<file path="config.mk">
export PLATFORM = sky130hd
export DESIGN_NAME = traffic_light_ctrl
export DESIGN_NICKNAME = d
export VERILOG_FILES = /design/src/rtl/traffic_pkg.sv /design/src/rtl/traffic_phase_timer.sv /design/src/rtl/traffic_light_ctrl.sv
export SDC_FILE = /design/constraint.sdc
export NUM_CORES = 1
export LEC_CHECK = 0
export ABC_AREA = 0
export CAP_MARGIN = 20
export CORE_MARGIN = 8
export CORE_UTILIZATION = 49
export DETAILED_ROUTE_END_ITERATION = 8
export GPL_TIMING_DRIVEN = 0
export PLACE_DENSITY = 0.77
export SLEW_MARGIN = 40
export SYNTH_ARGS = -nofsm -noshare
export SYNTH_HDL_FRONTEND = slang
export SYNTH_SLANG_ARGS = --single-unit
export TNS_END_PERCENT = 30
</file>
<file path="constraint.sdc">
create_clock -name i_clk -period 2.3 [get_ports i_clk]
set_clock_uncertainty 0.05 [all_clocks]
set_input_delay 0.46 -clock i_clk [delete_from_list [all_inputs] [get_ports i_clk]]
set_output_delay 0.46 -clock i_clk [all_outputs]
set_load 0.01 [all_outputs]
</file>
<file path="src/rtl/traffic_pkg.sv">
// Shared state encoding, default phase lengths and lamp decode for traffic_light_ctrl.
// TRAFFIC_ALL_RED_EN adds the ALL_RED clearance state; its encoding and length live here unconditionally.
package traffic_pkg;

    localparam int unsigned NS_GREEN_CYCLES_DEF = 32'd32;
    localparam int unsigned EW_GREEN_CYCLES_DEF = 32'd16;
    localparam int unsigned YELLOW_CYCLES_DEF   = 32'd4;
    localparam int unsigned ALL_RED_CYCLES      = 32'd2;

    typedef enum logic [2:0] {
        ST_NS_GREEN  = 3'd0,
        ST_NS_YELLOW = 3'd1,
        ST_EW_GREEN  = 3'd2,
        ST_EW_YELLOW = 3'd3,
        ST_ALL_RED   = 3'd4
    } state_e;

    localparam logic [2:0] S_NS_GREEN  = ST_NS_GREEN;
    localparam logic [2:0] S_NS_YELLOW = ST_NS_YELLOW;
    localparam logic [2:0] S_EW_GREEN  = ST_EW_GREEN;
    localparam logic [2:0] S_EW_YELLOW = ST_EW_YELLOW;
    localparam logic [2:0] S_ALL_RED   = ST_ALL_RED;

    // Lamp vector order: {NS_red, NS_yellow, NS_green, EW_red, EW_yellow, EW_green}
    localparam logic [5:0] LAMPS_NS_GREEN  = 6'b001_100;
    localparam logic [5:0] LAMPS_NS_YELLOW = 6'b010_100;
    localparam logic [5:0] LAMPS_EW_GREEN  = 6'b100_001;
    localparam logic [5:0] LAMPS_EW_YELLOW = 6'b100_010;
    localparam logic [5:0] LAMPS_ALL_RED   = 6'b100_100;

    // Unknown encodings fall back to all-red so a corrupted state never lights a conflicting go.
    function automatic logic [5:0] lamp_decode(input logic [2:0] state);
        logic [5:0] lamps;
        case (state)
            S_NS_GREEN:  lamps = LAMPS_NS_GREEN;
            S_NS_YELLOW: lamps = LAMPS_NS_YELLOW;
            S_EW_GREEN:  lamps = LAMPS_EW_GREEN;
            S_EW_YELLOW: lamps = LAMPS_EW_YELLOW;
            S_ALL_RED:   lamps = LAMPS_ALL_RED;
            default:     lamps = LAMPS_ALL_RED;
        endcase
        return lamps;
    endfunction

endpackage

</file>
<file path="src/rtl/traffic_phase_timer.sv">
// Phase timer: clears to zero, counts up while enabled and saturates at MAX_COUNT,
// with a terminal-count flag that stays high while saturated.
module traffic_phase_timer
    import traffic_pkg::*;
#(
    parameter int unsigned      WIDTH     = 32'd4,
    parameter logic [WIDTH-1:0] MAX_COUNT = '1
) (
    input  logic             i_clk,
    input  logic             i_rst_n,
    input  logic             i_clr,
    input  logic             i_en,
    output logic [WIDTH-1:0] o_count,
    output logic             o_tc
);

    localparam logic [WIDTH-1:0] ONE = {{(WIDTH-1){1'b0}}, 1'b1};

    logic [WIDTH-1:0] count_q;
    logic [WIDTH-1:0] count_d;

    // Next count: clear wins, otherwise increment until saturated.
    always_comb begin
        count_d = count_q;
        if (i_clr) begin
            count_d = '0;
        end else if (i_en && (count_q != MAX_COUNT)) begin
            count_d = count_q + ONE;
        end else begin
            count_d = count_q;
        end
    end

    // Count register.
    always_ff @(posedge i_clk or negedge i_rst_n) begin
        if (!i_rst_n) begin
            count_q <= '0;
        end else begin
            count_q <= count_d;
        end
    end

    assign o_count = count_q;
    assign o_tc    = (count_q == MAX_COUNT);

endmodule

</file>
<file path="src/rtl/traffic_light_ctrl.sv">
// Two-way intersection controller: synchronized detectors, three phase timers and a Moore FSM.
// Define TRAFFIC_ALL_RED_EN to insert a two-cycle all-red clearance after every yellow.
module traffic_light_ctrl
    import traffic_pkg::*;
#(
    parameter int unsigned NS_GREEN_CYCLES = NS_GREEN_CYCLES_DEF,
    parameter int unsigned EW_GREEN_CYCLES = EW_GREEN_CYCLES_DEF,
    parameter int unsigned YELLOW_CYCLES   = YELLOW_CYCLES_DEF,
    localparam int unsigned NS_W = $clog2(NS_GREEN_CYCLES),
    localparam int unsigned EW_W = $clog2(EW_GREEN_CYCLES),
    localparam int unsigned Y_W  = $clog2(YELLOW_CYCLES)
) (
    input  logic            i_clk,
    input  logic            i_rst_n,
    input  logic            NS_vehicle_detect,
    input  logic            EW_vehicle_detect,
    output logic            NS_red,
    output logic            NS_yellow,
    output logic            NS_green,
    output logic            EW_red,
    output logic            EW_yellow,
    output logic            EW_green,
    output logic [NS_W-1:0] o_ns_count,
    output logic [EW_W-1:0] o_ew_count,
    output logic [Y_W-1:0]  o_yellow_count
);

    logic [1:0] ns_sync_q;
    logic [1:0] ns_sync_d;
    logic [1:0] ew_sync_q;
    logic [1:0] ew_sync_d;
    logic       ns_req_s;
    logic       ew_req_s;

    logic [2:0] state_q;
    logic [2:0] state_d;
    logic [5:0] lamps_q;
    logic [5:0] lamps_d;

    logic       ns_tc_s;
    logic       ew_tc_s;
    logic       y_tc_s;
    logic       ns_run_s;
    logic       ew_run_s;
    logic       y_run_s;

`ifdef TRAFFIC_ALL_RED_EN
    // Set when the clearance in progress followed the NS yellow, so EW is served next.
    logic       last_ns_q;
    logic       last_ns_d;
`endif

    // Shift the raw detector levels into the two-stage synchronizers.
    always_comb begin
        ns_sync_d = {ns_sync_q[0], NS_vehicle_detect};
        ew_sync_d = {ew_sync_q[0], EW_vehicle_detect};
    end

    // Synchronizer flops.
    always_ff @(posedge i_clk or negedge i_rst_n) begin
        if (!i_rst_n) begin
            ns_sync_q <= 2'b00;
            ew_sync_q <= 2'b00;
        end else begin
            ns_sync_q <= ns_sync_d;
            ew_sync_q <= ew_sync_d;
        end
    end

    assign ns_req_s = ns_sync_q[1];
    assign ew_req_s = ew_sync_q[1];

    // Next-state logic; demand is only looked at when the green timer has expired.
    always_comb begin
        state_d = state_q;
`ifdef TRAFFIC_ALL_RED_EN
        last_ns_d = last_ns_q;
`endif
        case (state_q)
            S_NS_GREEN: begin
                if (ns_tc_s && ew_req_s) begin
                    state_d = S_NS_YELLOW;
                end else begin
                    state_d = state_q;
                end
            end
            S_NS_YELLOW: begin
                if (y_tc_s) begin
`ifdef TRAFFIC_ALL_RED_EN
                    state_d   = S_ALL_RED;
                    last_ns_d = 1'b1;
`else
                    state_d   = S_EW_GREEN;
`endif
                end else begin
                    state_d = state_q;
                end
            end
            S_EW_GREEN: begin
                if (ew_tc_s && (ns_req_s || !ew_req_s)) begin
                    state_d = S_EW_YELLOW;
                end else begin
                    state_d = state_q;
                end
            end
            S_EW_YELLOW: begin
                if (y_tc_s) begin
`ifdef TRAFFIC_ALL_RED_EN
                    state_d   = S_ALL_RED;
                    last_ns_d = 1'b0;
`else
                    state_d   = S_NS_GREEN;
`endif
                end else begin
                    state_d = state_q;
                end
            end
`ifdef TRAFFIC_ALL_RED_EN
            S_ALL_RED: begin
                if (o_yellow_count == Y_W'(ALL_RED_CYCLES - 32'd1)) begin
                    if (last_ns_q) begin
                        state_d = S_EW_GREEN;
                    end else begin
                        state_d = S_NS_GREEN;
                    end
                end else begin
                    state_d = state_q;
                end
            end
`endif
            default: state_d = S_NS_GREEN;
        endcase
    end

    // A timer only keeps counting while its phase continues into the next cycle,
    // so every phase entry shows count 0.
    always_comb begin
        ns_run_s = (state_q == S_NS_GREEN) && (state_d == S_NS_GREEN);
        ew_run_s = (state_q == S_EW_GREEN) && (state_d == S_EW_GREEN);
        y_run_s  = (state_q == state_d) &&
                   ((state_q == S_NS_YELLOW) || (state_q == S_EW_YELLOW) ||
                    (state_q == S_ALL_RED));
    end

    // Lamps are registered from the next state, so they always match the state register.
    always_comb begin
        lamps_d = lamp_decode(state_d);
    end

    // State and lamp registers.
    always_ff @(posedge i_clk or negedge i_rst_n) begin
        if (!i_rst_n) begin
            state_q <= S_NS_GREEN;
            lamps_q <= LAMPS_NS_GREEN;
        end else begin
            state_q <= state_d;
            lamps_q <= lamps_d;
        end
    end

`ifdef TRAFFIC_ALL_RED_EN
    // Direction-served-last register.
    always_ff @(posedge i_clk or negedge i_rst_n) begin
        if (!i_rst_n) begin
            last_ns_q <= 1'b0;
        end else begin
            last_ns_q <= last_ns_d;
        end
    end
`endif

    traffic_phase_timer #(
        .WIDTH     (NS_W),
        .MAX_COUNT (NS_W'(NS_GREEN_CYCLES - 32'd1))
    ) u_ns_timer (
        .i_clk   (i_clk),
        .i_rst_n (i_rst_n),
        .i_clr   (!ns_run_s),
        .i_en    (ns_run_s),
        .o_count (o_ns_count),
        .o_tc    (ns_tc_s)
    );

    traffic_phase_timer #(
        .WIDTH     (EW_W),
        .MAX_COUNT (EW_W'(EW_GREEN_CYCLES - 32'd1))
    ) u_ew_timer (
        .i_clk   (i_clk),
        .i_rst_n (i_rst_n),
        .i_clr   (!ew_run_s),
        .i_en    (ew_run_s),
        .o_count (o_ew_count),
        .o_tc    (ew_tc_s)
    );

    traffic_phase_timer #(
        .WIDTH     (Y_W),
        .MAX_COUNT (Y_W'(YELLOW_CYCLES - 32'd1))
    ) u_yellow_timer (
        .i_clk   (i_clk),
        .i_rst_n (i_rst_n),
        .i_clr   (!y_run_s),
        .i_en    (y_run_s),
        .o_count (o_yellow_count),
        .o_tc    (y_tc_s)
    );

    assign {NS_red, NS_yellow, NS_green, EW_red, EW_yellow, EW_green} = lamps_q;

endmodule

</file>
# After elaboration in Yosys (flattened, before gate mapping)
# Index checks and enable logic that the tools add are counted.
# totals
register_bits	24
wordCells	53
# op_classes
addsub	3
n_eq_ne	17
mux	12
n_reduce_logical	14
# op_table
op	n
6-bit one-hot mux with 4 select lines	1
3-bit by 2-bit == test with 1-bit output, second input constant	4
3-bit two-way mux	4
3-bit one-hot mux with 4 select lines	1
5-bit two-way mux	2
1-bit logical AND	8
4-bit two-way mux	2
2-bit != test, second input constant	4
3-bit by 1-bit == test with 1-bit output, second input constant	2
3-bit zero test	2
5-bit by 1-bit adder with 5-bit output, second input constant	1
5-bit == test, second input constant	1
5-bit != test, second input constant	1
4-bit by 1-bit adder with 4-bit output, second input constant	1
4-bit == test, second input constant	1
2-bit two-way mux	2
4-bit != test, second input constant	1
3-bit == test	1
3-bit == test, second input constant	1
1-bit logical OR	3
2-bit by 1-bit adder with 2-bit output, second input constant	1
2-bit == test, second input constant	1
1-bit zero test	1

# Logic depth before layout (Yosys ltp)
# Gate-level depths: netlist of the first run.
# depth
ltp_word	10
mapped_depth	7
depth_no_buf	6

# Cells and area by module
# From an unflattened synthesis of the first run, not the netlist that was laid out.
# unflattened
cells_unflattened	97
hier_area_um2	1124.8
# by_module_without_submodules
mod	n_inst	cells_each	area_per_inst_um2
traffic_light_ctrl	1	44	523.0
traffic_phase_timer (u_ns_timer)	1	23	249.0
traffic_phase_timer (u_ew_timer)	1	20	229.0
traffic_phase_timer (u_yellow_timer)	1	10	123.9

# Worst setup path after synthesis of the first run
# No wires, ideal clock.
# synth_timing
kind	register to register
startpoint	reg u_ns_timer.count_q[0], in the netlist u_ns_timer.o_count[0]
endpoint	reg state_q[0]
setup_time_ps	124
t_arrival_ps	1492
required_time_ps	2126
path_slack_ps	634
stages_incl_launch_ff	8
path_buffers	1
path_cell_list	dfrtp_1 ha_1 and3_1 ha_1 buf_2 nand2_1 nor2_1 o31a_1
# synth_via
elab_chain_len	4
# synth_lines
item	line_no	text
from (decl)	traffic_phase_timer.sv:19	logic [WIDTH-1:0] count_q;
from (signal assigned)	traffic_phase_timer.sv:39	count_q <= count_d;
5-bit == test	traffic_phase_timer.sv:44	assign o_tc = (count_q == MAX_COUNT);
1-bit logical AND	traffic_light_ctrl.sv:81	if (ns_tc_s && ew_req_s) begin
3-bit two-way mux	traffic_light_ctrl.sv:81	
3-bit one-hot mux with 4 select lines	traffic_light_ctrl.sv:79	case (state_q)
named net state_d[0]	traffic_light_ctrl.sv:36	logic [2:0] state_d;
to (signal assigned)	traffic_light_ctrl.sv:156	state_q <= state_d;
to (decl)	traffic_light_ctrl.sv:35	logic [2:0] state_q;
# The timed path passes the listed nets, and every way through them passes these cells.
# A chain may end at the register's enable or synchronous reset.

# Worst setup path in the final report of the first run
# layout_timing
startpoint	reg lamps_q[3]
endpoint	out NS_green
# layout_rtl
item	line_no	text
from (decl)	traffic_light_ctrl.sv:37	logic [5:0] lamps_q;
from (signal assigned)	traffic_light_ctrl.sv:157	lamps_q <= lamps_d;
to (decl)	traffic_light_ctrl.sv:19	output logic NS_green,
# No word-level cell between the ends.

==> qor.yml, run 1 <==
maxCapViolCount: 0
synth.avg_cell_area_um2: 11.2
drt-vias-per-instance: 5.10
final_cell_mix: "dfrtp_1, clkdlybuf4s50_1, nor2_1"
synthDistinctLibCells: 32
boundaryPins: 21
r2r-start: "u_ns_timer.o_count[0]"
coreArea_mm2: 0.00196
cts_tree: "done"
synthAdderAreaFrac: 0.0487
clk_pin_slew_ns: 0.11
gp_congestion: 0.748
dieWidth_um: 61.8
critPathRequiredTime_ns: 1.79
layout_commonest_cell: "dfrtp_1"
clk_path_buf_depth: 2
nNetsFinal: 125
cts_setup_buffers: 0
instances_no_fill: 143
synth_top_family_by_area: "simple AND/OR/NAND/NOR gates"
cts_max_level: 1
critPathSlowestCell: "dfstp_2"
num_antenna_cells: 0
cts-hold-fix-buffers: 0
grt.total_usage: 0.107
period_share: 0.813
fmax_mhz: 535
num_rows: 16
synthMuxAreaShare: 0.0195
yosysWarnings: 0
ctsRootBufferMaster: "clkbuf_4"
grt_pass1_vias: 697
drive_above_1_share: 0.112
yosysTopAreaCellShare: 0.536
avgRoutedWirePerCell_um: 12.9
dpl.hpwl_um: 1320
synth-seq-cells: 24
place_inst: 139
grt_pass1_wl_um: 3050
cp.depth: 1
synthCells: 92
leakage_uw: 0.000578
rr_worst_depth: 7
synth.area.top_cells: "dfrtp_1, dfstp_2, ha_1"
finalPower_uw: 653
max_slew.worst_pin.slew_ns: 0.505
cp_slowest_stage_delay_ns: 0.54
cts-buffers-inserted: 3
rsz0062_at_grt: "no"
fin_hold_ws_ns: 0.0643
globalRouteOverflowTotal: 0
hold_path.class: "in2async"
ctsResizeCount: 0
end_kind: "output pin"
ant_nets: 0
drt_iter0_drc: 9
via_count: 730
synthXorXnorAreaFrac: 0.0341
critPathLaunchType: "register"
synth_top_area_cell: "dfrtp_1"
fin_setup_tns_ns: 0
period_minus_slack_ns: 1.87
fp.dieH_um: 61.8
crit_family: "flip-flops"
path_class: "reg2out"
synth_compound_area_frac: 0.0731
grt_max_degree: 25
cts.sinks: 24
syn_area_mm2: 0.00103
die_area_mm2: 0.00382
io_buffers: 20
powerDensity_mw_per_mm2: 509
path_buf_inv: 1
syn_to_final_growth_pct: 24.8
status: "finished clean"
floorplan.initialDensity: 0.524
maxSlewViolCount: 0
fillCellCount: 176
clock_latency_ns: 0.30
hold_viol: 0
yosys.area_share.simple: 0.206
first_pass_iters: 4
peakVddDrop_mv: 0.404
startpoint: "lamps_q[3]"
synth_nets: 100
drc: 0
worstPathMaxFanout: 1
wirelength_um: 1840
cp_data_arrival_time_ns: 1.36
yosysSeqAreaShare: 0.587
setup_viol: 0
relSlewSlack: 0.663
antenna_found_initial: 0
crit_chain: "clkdlybuf4s50_1"
-- sequential cells by signal, summed over array words and instances (netlist names) --
signal	count
state_q	3
u_ns_timer.o_count	5
u_yellow_timer.o_count	2
ns_sync_q	2
ew_sync_q	2
lamps_q	6
u_ew_timer.o_count	4
-- metal layers --
layer  up-vias  routed length [um]  part of all wire  track usage
met5         -                   0                 0            0
met4         0                  13            0.0071       0.0390
met3         2                  91             0.049       0.0247
met2        11                 939              0.51        0.183
met1       357                 797              0.43        0.126
li1        360                   -                 -            -
-- path summary, 6_finish.rpt --
kind                                    endpoint  slack, ns
max                                     NS_green       0.43
min reg2reg                         ew_sync_q[1]       0.31
min                                   lamps_q[5]       0.06
min in group i_clk                  ew_sync_q[1]       0.31
max reg2reg                u_ns_timer.o_count[3]       0.55
max in group asynchronous             lamps_q[3]       1.78
-- area by class of cell --
type,instances,area (um2),area share
plain buffers,4,21.3,0.0166
repair buffers,20,195,0.152
flip-flops and latches,24,603,0.470
well taps,27,33.8,0.0263
clock buffers,4,26.3,0.0205
inverters,2,7.51,0.00585
multi-input cells,62,395,0.308
-- per-stage QoR --
| stage | utilization | worst slack, ns | instance area (um2) |
|---|---|---|---|
| after floorplan | - | 0.634 | 1030 |
| after global placement | 0.643 | 0.546 | 1260 |
| after detailed placement | 0.640 | 0.577 | 1260 |
| after CTS | 0.654 | 0.414 | 1280 |
| after global routing | 0.654 | 0.385 | 1280 |
| final | 0.654 | 0.431 | 1280 |
-- synthesized netlist by cell type --
cell and count:
a2111oi_0 1, a211o_1 1, a21oi_1 7, a31oi_1 1, and3_1 2, and3_2 1, and3b_1 1, buf_2 2
buf_4 1, clkbuf_1 1, conb_1 1, dfrtp_1 22, dfstp_2 2, ha_1 4, inv_1 2, mux2i_1 2
nand2_1 5, nand2b_1 3, nand3_1 2, nand3_2 1, nand4b_1 1, nor2_1 10, nor2b_1 2, nor3_1 5
nor3b_1 2, o21a_1 1, o31a_1 1, or2_2 2, or2b_1 1, or3_1 1, xnor2_1 1, xor2_1 3
-- power breakdown --
group          switching [uW]  internal [uW]  leakage (uW)
Clock                     109           67.4     0.0000150
Combinational            21.4           17.5      0.000249
Sequential               6.56            431      0.000314
-- cell families (layout without fill, tap and decap cells) --
logic type      after synthesis  after routing
xor+xnor                      4              4
flops                        24             24
mux                           2              2
simple gates                 39             39
fa+ha+maj                     4              4
compound gates               12             12
other cells                   1              1
buf+inv                       6             30
Power figures use the tool's default switching activity.
==> inputs of run 2 (changes only) <==
- clock period: 2.3 -> 1.9 ns (I/O delays scaled with it)
==> qor.yml, run 2 (synthesized netlist as in run 1, its figures left out) <==
maxSlewViolCount: 0  # unchanged
worstPathMaxFanout: 1  # unchanged
seqPwrFrac: 0.668  # -0.002
floorplan.initialDensity: 0.524  # unchanged
critPathSlowestCell: "dfstp_2"
grt_pass1_vias: 709  # +1.7%
drt_iter0_drc: 10  # +1
layout_commonest_cell: "dfrtp_1"
cts.sinks: 24  # unchanged
pwr-share-clk: 0.271  # about the same
cts_setup_buffers: 0  # unchanged
boundaryPins: 21  # unchanged
min-delay-start: "ew_sync_q[0]"
num_rows: 16  # unchanged
gp_congestion: 0.748  # unchanged
num_antenna_cells: 0  # unchanged
hold_viol: 0  # unchanged
rsz0062_at_grt: "no"
max_slew.worst_pin.slew_ns: 0.506  # +0.00113 ns
fillCellCount: 175  # -0.57%
crit_chain: "clkdlybuf4s50_1"
ctsResizeCount: 0  # unchanged
relSlewSlack: 0.662  # -0.000753
grt.total_usage: 0.108  # +0.00171
fmax_mhz: 559
via_count: 737  # +0.96%
r2r-start: "u_ns_timer.o_count[0]"
first_pass_iters: 4  # unchanged
fp.dieH_um: 61.8  # unchanged
hold_depth: 0
avgRoutedWirePerCell_um: 13.1  # +1.5%
largest_reg_flops: 6  # unchanged
regMostFlops: "lamps_q"
critPathLaunchType: "register"
wirelength_um: 1880  # +2.2%
syn_to_final_growth_pct: 25.8
setup_viol: 0  # unchanged
r2r-end: "u_ns_timer.o_count[3]"
seq_area_um2: 603  # unchanged
crit_family: "flip-flops"
period_share: 0.942
clk_pin_slew_ns: 0.12  # about the same
io_buffers: 20  # unchanged
die_area_mm2: 0.00382  # unchanged
drc: 0  # unchanged
swShare: 0.211  # +0.000529
grt_pass1_wl_um: 3090  # +1.4%
multi_input_area_um2: 395  # unchanged
nNetsFinal: 126  # +0.80%
path_buf_inv: 1  # unchanged
coreArea_mm2: 0.00196  # unchanged
peakVddDrop_mv: 0.491  # +21%
dpl.hpwl_um: 1320  # unchanged
cts_tree: "done"
status: "finished clean"
maxCapViolCount: 0  # unchanged
antenna_found_initial: 0  # unchanged
drt-vias-per-instance: 5.12  # +0.26%
cp_slowest_stage_delay_ns: 0.54  # about the same
p_int_uw: 625  # +21%
end_kind: "output pin"
p_comb_frac: 0.061  # +0.002
cts-buffers-inserted: 3  # unchanged
path_class: "reg2out"
cp_data_arrival_time_ns: 1.36  # about the same
fin_setup_tns_ns: 0  # unchanged
clock_latency_ns: 0.30  # about the same
powerDensity_mw_per_mm2: 613  # +20%
worst_hold_path.endpoint: "ew_sync_q[1]"
drive_above_1_share: 0.111  # -0.000958
dieWidth_um: 61.8  # unchanged
ant_nets: 0  # unchanged
hold_path.class: "reg2reg"
period_minus_slack_ns: 1.79
leakage_uw: 0.000582  # +0.72%
ctsRootBufferMaster: "clkbuf_4"
final_cell_mix: "dfrtp_1, clkdlybuf4s50_1, nor2_1"
cts_max_level: 1  # unchanged
switching_power_uw: 167  # +22%
fin_hold_ws_ns: 0.311  # +0.247 ns
r2r_slack_ns: 0.15  # -0.40 ns
grt_max_degree: 25  # unchanged
globalRouteOverflowTotal: 0  # unchanged
rr_worst_depth: 7  # unchanged
critPathRequiredTime_ns: 1.47  # -0.32 ns
clk_path_buf_depth: 2  # unchanged
[run 2: repair_timing]
item | 4_1_cts | 5_1_grt
setup endpoints to repair | 0 | 0
endpoints found under the hold margin | 22 | 0
hold buffers | 1 | 0
[run 2: how the worst max path moves through the flow]
| stage | start | endpoint | slack, ns | cells after the start |
|---|---|---|---|---|
| final | lamps_q[3] | NS_green | 0.11 | 1 |
| after global routing | u_ew_timer.o_count[2] | o_ew_count[2] | 0.06 | 1 |
| after CTS | lamps_q[3] | NS_green | 0.09 | 1 |
| after detailed placement | u_ns_timer.o_count[0] | state_q[0] | 0.18 | 7 |
| after global placement | u_ns_timer.o_count[0] | state_q[0] | 0.19 | 7 |
| after floorplan | u_ns_timer.o_count[0] | state_q[0] | 0.23 | 7 |
[run 2: area by class of cell]
cell class | count | share of cell area
Buffer | 4 | 0.0165
Clock buffer | 4 | 0.0203
Inverter | 2 | 0.00581
Multi-Input combinational cell | 62 | 0.306
Sequential cell | 24 | 0.467
Tap cell | 27 | 0.0261
Timing Repair Buffer | 21 | 0.159
[run 2: metrics by stage]
stage	cell area [um2]	cells	total power, uW	setup WS, ns	utilization
floorplan	1030	92	557	0.234	-
global placement	1260	139	586	0.185	0.643
detailed placement	1260	139	587	0.177	0.640
CTS	1290	144	801	0.0940	0.659
global route	1290	144	827	0.0645	0.659
finish	1290	144	793	0.111	0.659
[run 2: power by group through the flow]
stage / combinational [uW] / sequential, uW / clock, uW
floorplan: 16.7 / 540 / 0
global placement: 48.0 / 538 / 0
detailed placement: 48.3 / 539 / 0
CTS: 49.9 / 529 / 222
global route: 54.3 / 531 / 242
finish: 48.7 / 529 / 215
[run 2: metal layers]
layer  routed length, um  global-route usage  part of all wire  vias up
li1                    -                   -                 -      362
met1                 799               0.126              0.42      362
met2                 978               0.189              0.52       11
met3                  92              0.0247             0.049        2
met4                  13              0.0390            0.0069        0
met5                   0                   0                 0        -
